<file path="src/rtl/multi_seq_acc_if.sv">
// Operand/result handshake bundle for multi_seq_acc.
// master: operand scheduler side; slave: the multiplier.
interface multi_seq_acc_if #(
    parameter int RADIX = 78
);
    logic               in_valid;
    logic               in_ready;
    logic [RADIX-1:0]   a;
    logic [RADIX-1:0]   b;
    logic               out_valid;
    logic               out_ready;
    logic [2*RADIX-1:0] prod;

    modport master (
        output in_valid, a, b, out_ready,
        input  in_ready, out_valid, prod
    );

    modport slave (
        input  in_valid, a, b, out_ready,
        output in_ready, out_valid, prod
    );
endinterface

</file>
<file path="src/rtl/multi_seq_acc.sv">
// Time-multiplexed limb multiplier: one limb product per cycle, shift-accumulated.
// Optional partial-product tap outputs when MULTI_PP_TAP_EN is defined.
module multi_seq_acc #(
    parameter int RADIX   = 78,
    parameter int A_LIMB  = 26,
    parameter int B_LIMB  = 17,
    parameter int DSP_LAT = 3,
    localparam int NA = (RADIX + A_LIMB - 1) / A_LIMB,
    localparam int NB = (RADIX + B_LIMB - 1) / B_LIMB,
    localparam int NK = NA * NB,
    localparam int KW = (NK > 1) ? $clog2(NK) : 1,
    localparam int PW = A_LIMB + B_LIMB
) (
    input logic clk,
    input logic rst,
    multi_seq_acc_if.slave bus
`ifdef MULTI_PP_TAP_EN
    ,
    output logic          pp_valid,
    output logic [KW-1:0] pp_idx,
    output logic [PW-1:0] pp_data
`endif
);
    localparam int AW = NA * A_LIMB;
    localparam int BW = NB * B_LIMB;
    localparam int RW = 2 * RADIX;
    localparam int IW = (NA > 1) ? $clog2(NA) : 1;
    localparam int JW = (NB > 1) ? $clog2(NB) : 1;
    localparam int L  = DSP_LAT - 1;

    typedef enum logic [1:0] {IDLE, ISSUE, DRAIN, DONE} state_t;

    state_t state, state_nx;

    logic [AW-1:0] a_q;
    logic [BW-1:0] b_q;
    logic [KW-1:0] k;
    logic [IW-1:0] i;
    logic [JW-1:0] j;
    logic [RW-1:0] acc;
    logic          ret_last;

    logic [DSP_LAT-1:0] pv;
    logic [PW-1:0]      pd [DSP_LAT];
    logic [IW-1:0]      pi [DSP_LAT];
    logic [JW-1:0]      pj [DSP_LAT];
`ifdef MULTI_PP_TAP_EN
    logic [KW-1:0]      pk [DSP_LAT];
`endif

    logic              accept;
    logic              issue;
    logic              retire;
    logic              k_last;
    logic [A_LIMB-1:0] a_limb;
    logic [B_LIMB-1:0] b_limb;
    logic [PW-1:0]     mul;
    logic [RW-1:0]     addend;

    assign accept = bus.in_valid && (state == IDLE);
    assign issue  = (state == ISSUE);
    assign retire = pv[L];
    assign k_last = (k == KW'(NK - 1));

    // Padded limbs read back as zero because a_q/b_q are zero-extended.
    assign a_limb = a_q[int'(i) * A_LIMB +: A_LIMB];
    assign b_limb = b_q[int'(j) * B_LIMB +: B_LIMB];
    assign mul    = PW'(a_limb) * PW'(b_limb);
    assign addend = RW'(pd[L]) << (int'(pi[L]) * A_LIMB + int'(pj[L]) * B_LIMB);

    assign bus.in_ready  = (state == IDLE);
    assign bus.out_valid = (state == DONE);
    assign bus.prod      = acc;

    always_comb begin
        state_nx = state;
        unique case (state)
            IDLE:    if (bus.in_valid)  state_nx = ISSUE;
            ISSUE:   if (k_last)        state_nx = DRAIN;
            DRAIN:   if (ret_last)      state_nx = DONE;
            DONE:    if (bus.out_ready) state_nx = IDLE;
            default:                    state_nx = IDLE;
        endcase
    end

    always_ff @(posedge clk) begin
        if (rst) begin
            state    <= IDLE;
            k        <= '0;
            i        <= '0;
            j        <= '0;
            acc      <= '0;
            pv       <= '0;
            ret_last <= 1'b0;
            a_q      <= '0;
            b_q      <= '0;
        end else begin
            state    <= state_nx;
            pv[0]    <= issue;
            for (int s = 1; s < DSP_LAT; s++) pv[s] <= pv[s-1];
            // Tags retire in issue order, so the last tag marks completion.
            ret_last <= retire && (pi[L] == IW'(NA - 1)) && (pj[L] == JW'(NB - 1));
            if (accept) begin
                a_q <= AW'(bus.a);
                b_q <= BW'(bus.b);
                acc <= '0;
                k   <= '0;
                i   <= '0;
                j   <= '0;
            end else begin
                if (retire) acc <= acc + addend;
                if (issue) begin
                    k <= k_last ? '0 : k + KW'(1);
                    if (j == JW'(NB - 1)) begin
                        j <= '0;
                        i <= (i == IW'(NA - 1)) ? '0 : i + IW'(1);
                    end else begin
                        j <= j + JW'(1);
                    end
                end
            end
        end
    end

    always_ff @(posedge clk) begin
        pd[0] <= mul;
        pi[0] <= i;
        pj[0] <= j;
`ifdef MULTI_PP_TAP_EN
        pk[0] <= k;
`endif
        for (int s = 1; s < DSP_LAT; s++) begin
            pd[s] <= pd[s-1];
            pi[s] <= pi[s-1];
            pj[s] <= pj[s-1];
`ifdef MULTI_PP_TAP_EN
            pk[s] <= pk[s-1];
`endif
        end
    end

`ifdef MULTI_PP_TAP_EN
    assign pp_valid = pv[L];
    assign pp_idx   = pk[L];
    assign pp_data  = pd[L];
`endif
endmodule
</file>
<file path="src/flat_wrapper.sv">
// flat-port wrapper written by rule: the top's interface ports become plain ports
module multi_seq_acc_flat 
#(
    parameter int RADIX   = 78,
    parameter int A_LIMB  = 26,
    parameter int B_LIMB  = 17,
    parameter int DSP_LAT = 3,
    localparam int NA = (RADIX + A_LIMB - 1) / A_LIMB,
    localparam int NB = (RADIX + B_LIMB - 1) / B_LIMB,
    localparam int NK = NA * NB,
    localparam int KW = (NK > 1) ? $clog2(NK) : 1,
    localparam int PW = A_LIMB + B_LIMB
)
  (clk, rst, bus_in_valid, bus_a, bus_b, bus_out_ready, bus_in_ready, bus_out_valid, bus_prod);
  multi_seq_acc_if #(.RADIX(RADIX)) bus_i ();
  input logic clk;
  input logic rst;
  input wire logic [$bits(bus_i.in_valid)-1:0] bus_in_valid;
  input wire logic [$bits(bus_i.a)-1:0] bus_a;
  input wire logic [$bits(bus_i.b)-1:0] bus_b;
  input wire logic [$bits(bus_i.out_ready)-1:0] bus_out_ready;
  output wire logic [$bits(bus_i.in_ready)-1:0] bus_in_ready;
  output wire logic [$bits(bus_i.out_valid)-1:0] bus_out_valid;
  output wire logic [$bits(bus_i.prod)-1:0] bus_prod;
  assign bus_i.in_valid = bus_in_valid;
  assign bus_i.a = bus_a;
  assign bus_i.b = bus_b;
  assign bus_i.out_ready = bus_out_ready;
  assign bus_in_ready = bus_i.in_ready;
  assign bus_out_valid = bus_i.out_valid;
  assign bus_prod = bus_i.prod;
  multi_seq_acc #(.RADIX(RADIX), .A_LIMB(A_LIMB), .B_LIMB(B_LIMB), .DSP_LAT(DSP_LAT)) u_core (.clk(clk), .rst(rst), .bus(bus_i));
endmodule
</file>
<file path="config.mk">
export PLATFORM = sky130hd
export DESIGN_NAME = multi_seq_acc_flat
export DESIGN_NICKNAME = d
export VERILOG_FILES = /design/src/rtl/multi_seq_acc_if.sv /design/src/rtl/multi_seq_acc.sv /design/src/flat_wrapper.sv
export SDC_FILE = /design/constraint.sdc
export NUM_CORES = 2
export LEC_CHECK = 0
export ABC_AREA = 1
export CAP_MARGIN = 5
export CELL_PAD_IN_SITES_DETAIL_PLACEMENT = 0
export CELL_PAD_IN_SITES_GLOBAL_PLACEMENT = 1
export CORE_AREA = 2 2 327 329
export DETAILED_ROUTE_END_ITERATION = 8
export DIE_AREA = 0 0 329 331
export GPL_TIMING_DRIVEN = 0
export PLACE_DENSITY = 0.91
export RECOVER_POWER = 50
export SLEW_MARGIN = 40
export SYNTH_ARGS = -nofsm -noshare
export SYNTH_HDL_FRONTEND = slang
export SYNTH_SLANG_ARGS = --single-unit
export TNS_END_PERCENT = 5
</file>
<file path="constraint.sdc">
create_clock -name clk -period 20.1 [get_ports clk]
set_input_delay 4.02 -clock clk [delete_from_list [all_inputs] [get_ports clk]]
set_output_delay 4.02 -clock clk [all_outputs]
set_load 0.01 [all_outputs]
</file>
## Yosys cells after proc, flatten, opt, wreduce, memory -nomap -nowiden

Memories as Yosys holds them, arrays and structs flattened.
Index checks and enable logic that the tools add are counted.

- Flip-flop bits (word level): 327
- Bits in writable memories: 144
- Input bits: 160
- Memories: 3

- $add $sub $neg: 5
- Multipliers: 5
- Equal/unequal tests: 12
- Shift operators: 3
- Muxes and demuxes: 8
- Reductions and logical operators: 7

Memory list:

| name | depth | width | rd ports | clocked after Yosys merged registers in | wr ports | RTL line | source |
|---|---|---|---|---|---|---|---|
| u_core.pd | 3 | 43 | 3 | 0 | 3 | multi_seq_acc.sv:44 | `logic [PW-1:0] pd [DSP_LAT];` |
| u_core.pj | 3 | 3 | 3 | 0 | 3 | multi_seq_acc.sv:46 | `logic [JW-1:0] pj [DSP_LAT];` |
| u_core.pi | 3 | 2 | 3 | 0 | 3 | multi_seq_acc.sv:45 | `logic [IW-1:0] pi [DSP_LAT];` |

Operators by type and width:

| cell | number |
|---|---|
| $add A156 B156 Y156 | 1 |
| $shl A43 B32 Y156 | 1 |
| $shiftx A85 B32 Y17 | 1 |
| $shiftx A78 B32 Y26 | 1 |
| $mul A26 B17 Y43 | 1 |
| $add A32 B32 Y32 | 1 |
| $mul A3 B5 Y8 const B | 2 |
| $mul A2 B4 Y6 const B | 2 |
| $mux W2 | 5 |
| $eq A2 B2 Y1 const B | 4 |
| $pmux W2 S4 | 1 |
| $eq A3 B3 Y1 const B | 2 |
| $ne A2 B2 Y1 const B | 3 |
| $add A4 B1 Y4 const B | 1 |
| $eq A4 B4 Y1 const B | 1 |
| $mux W4 | 1 |
| $reduce_and A4 Y1 | 1 |
| $add A3 B1 Y3 const B | 1 |
| $logic_and A1 B1 Y1 | 3 |
| $mux W3 | 1 |
| $add A2 B1 Y2 const B | 1 |
| $eq A2 B1 Y1 const B | 1 |
| $logic_not A2 Y1 | 1 |
| $ne A2 B1 Y1 const B | 1 |
| 2 further kinds | 2 |

## Depth between registers and ports, before layout

An unclocked memory read counts as a cell.

- Word-level depth: 5
- Mapped depth: 35

## Worst setup path after synthesis

No wires, ideal clock.

- Kind: register to register
- Start point: register u_core.j[0]
- End point: memory u_core.pd[0][42] in the netlist's numbering
- Arrival: 6379 ps
- Required time: 19978 ps
- Slack: 13599 ps
- Stages on the path, launching flop included: 33
- Buffers on the path: 4
- Path through: dfxtp_1 -> buf_2 -> buf_2 -> buf_2 -> nand2_1 -> nand3_1 -> nand3_1 -> o21ai_1 -> buf_2 -> nand2_1 -> fa_1 -> inv_1 -> fa_1 -> inv_1 -> fa_1 -> inv_1 -> fa_1 -> fa_1 -> inv_1 -> fa_1 -> inv_1 -> ha_1 -> a21oi_1 -> inv_1 -> a21oi_1 -> o21ai_0 -> nand2_1 -> nand2_1 -> a21oi_1 -> nor3_1 -> nand3_1 -> nand3_1 -> xor2_1

RTL lines:

| element | RTL line | source |
|---|---|---|
| start, declared | multi_seq_acc.sv:39 | `logic [JW-1:0] j;` |
| start signal, assigned | multi_seq_acc.sv:118 | `j <= j + JW'(1);` |
| end, declared | multi_seq_acc.sv:44 |  |

==> flow_summary.ini <==
[finish]
regArea_um2 = 9430
area_growth_pct = 13.8
multi_input_area_um2 = 33900
drive_gt1_share_pct = 3.88
fillers = 10827
nNetsFinal = 8992

[route]
routed_wl_mm = 239
vias = 54320
drc = 0
drtIter0Drc = 5877
vias_per_cell = 5.64
ant_nets = 0
drt_pass1_iterations = 6
wl_per_cell_um = 24.8

[place]
io_buffer_count = 317
place_congestion = 1.17
dp_hpwl_mm = 204
pre_cts_slack_ns = 11.99

[floorplan]
io_pins = 318
row_count = 119
dieArea_um2 = 109000
die_w_um = 329
core_area_um2 = 105000
initial_core_util_pct = 47.0
fp.dieH_um = 331

[logic_synthesis]
ys_ff_latch = 471
yosys-top-cells-area = dfxtp_1, fa_1, nand2_1, nor2_1, inv_1
syn_area_per_cell_um2 = 6.31
ys_seq_area_share_pct = 19.1
synth_edf_count = 0
synth_area_leader_cell = dfxtp_1
ys_async_sr_fraction_pct = 0
synth_cell_type_count = 61
syn_area_um2 = 49300
syn_inst = 7812
synth-main-ff-cell = dfxtp_1
syn_nets = 8618
synth_top_area_share_pct = 19.1
ys_warn_count = 0

[worst_hold_path]
hp-class = reg -> reg

[global_route]
grt_overflow = 0
grt_pass1_vias = 52024
grt_antenna_before_repair = 7
grtUsageTotal_pct = 43.1
grt_pass1_wl_mm = 338
grt_start_max_net_pins = 17

[worst_setup_path]
crit_path_end_kind = flop
critPathTopFamily = adder cells
cp_data_arrival_time_ns = 9.21
worstPathMaxFanout = 10
critical_path_required_ns = 20.65
critical-path-max-stage-delay_ns = 0.66
slowest_stage = fa_1
critPathBufInv = 10
critPathKind = reg -> reg
start_kind = flop

[clocking]
postCtsResizedCells = 0
h-tree-depth = 2
cts_tree = done
cts.clk_slew.worst_paths_ns = 0.06
cts_hold_buf = 0
max-clock-path-buffers = 3
numCtsBuffers = 53
clk_latency_ns = 0.74
cts_sinks = 471
post-cts-setup-buffers = 0
root_buffer = clkbuf_16

[run_status]
status = finished, final reports clean

[sta]
fin_ws_ns = 11.45
setup_viol = 0
clock_skew_ns = 0.0755
max_freq_mhz = 116
relSlewSlack_pct = 28.4
finalHoldViolations = 0
period_needed_ns = 8.65
fin_crit_sh_pct = 43.0
maxSlewViolCount = 0
worst_slew_pin_slew_ns = 1.07
rsz0062_at_grt = false
setup_tns_ns = 0

[power_and_ir_drop]
vdd_ir_drop_max_mv = 0.239
power.leakage_nw = 26.4
power_density_nw_per_um2 = 126

[job]
drv_cap = 0
logic make-up (layout without fill, tap and decap cells):
family,count (synthesis),after routing,share of synthesized area [%]
AND/OR/NAND/NOR,3697,3697,30.0
AO/OA/AOI/OAI,1307,1307,14.4
XOR/XNOR,108,108,1.93
adder cells (fa/ha/maj),646,646,21.9
flip-flops,471,471,19.1
buffers and inverters,1569,1984,12.3
other,0,6,0
multiplexers,14,14,0.284
layout make-up:
cell class / instances / area share [%]
Multi-Input combinational cell: 5772 / 60.3
Sequential cell: 471 / 16.8
Inverter: 1303 / 8.72
Timing Repair Buffer: 319 / 5.72
Tap cell: 1391 / 3.10
Clock buffer: 73 / 2.62
Buffer: 266 / 2.10
Clock inverter: 23 / 0.553
Antenna cell: 6 / 0.0268
path summary, 6_finish.rpt:
kind,start,endpoint,slack (ns),cells past startpoint
setup / recovery,u_core.j[0],u_core.pd[0][39],11.45,30
hold reg to reg,u_core.pj[0][1],u_core.pj[0][4],0.31,0
hold / removal,u_core.pj[0][1],u_core.pj[0][4],0.31,0
setup reg to reg,u_core.j[0],u_core.pd[0][39],11.45,30
cells in the final DEF (no fill, tap or decap), types with 53 or more instances in the layout:
cell type	netlist	final
a21oi_1	393	393
o21ai_1	111	107
o21ai_0	565	555
clkbuf_16	0	53
clkbuf_1	176	183
nor2_1	1462	1462
fa_1	361	361
inv_1	1264	1264
ha_1	285	285
xor2_1	77	77
dfxtp_1	471	471
nand3_1	302	302
clkdlybuf4s50_1	0	275
buf_2	68	67
nand2_1	1744	1744
Yosys cell counts, types with 5 or more instances:
master / n
a211oi_1: 5
a21boi_1: 7
a21o_1: 17
a21oi_1: 393
a31oi_1: 19
buf_1: 6
buf_2: 68
buf_4: 9
buf_6: 7
clkbuf_1: 176
clkinv_1: 13
dfxtp_1: 471
fa_1: 361
ha_1: 285
inv_1: 1264
inv_2: 25
mux2i_1: 14
nand2_1: 1744
nand2_2: 24
nand3_1: 302
nand3_2: 18
nand4_1: 35
nor2_1: 1462
nor2_2: 31
nor3_1: 36
nor4_1: 10
o211ai_1: 23
o21a_1: 42
o21ai_0: 565
o21ai_1: 111
o21ai_2: 6
o21bai_1: 39
o221ai_1: 12
o22ai_1: 48
or2_1: 12
xnor2_1: 30
xor2_1: 77
per-layer routing:
layer / track usage [%] / share of wire [%]
met1: 49.0 / 36
met2: 70.0 / 45
met3: 6.01 / 8.0
met4: 40.8 / 11
met5: 0 / 0
where the power goes:
group          total [W]  internal (W)  switching (W)
combinational    0.00477       0.00149        0.00328
clock            0.00102      0.000569       0.000452
sequential       0.00130       0.00118       0.000121
total            0.00709       0.00324        0.00385
sequential cells by signal (all words and copies together), names as in the netlist:
name             cells
u_core.a_q          78
u_core.b_q          78
u_core.bus.prod    156
u_core.i             2
u_core.j             3
u_core.k             4
u_core.pd          129
u_core.pi            6
u_core.pj            9
u_core.pv            3
u_core.ret_last      1
u_core.state         2
metrics by stage:
step | cell area [um2] | cells | utilization (%) | hold WS [ns] | total power (W)
after global routing | 56100 | 9618 | 53.4 | 0.317 | 0.00751
after detailed placement | 54300 | 9521 | 51.7 | 0.312 | 0.00591
after global placement | 54200 | 9520 | 51.6 | 0.311 | 0.00586
final | 56100 | 9624 | 53.5 | 0.308 | 0.00709
after floorplan | 49300 | 7812 | - | 0.310 | 0.00413
after CTS | 56100 | 9617 | 53.4 | 0.311 | 0.00697
(Power assumes the default switching activity.)
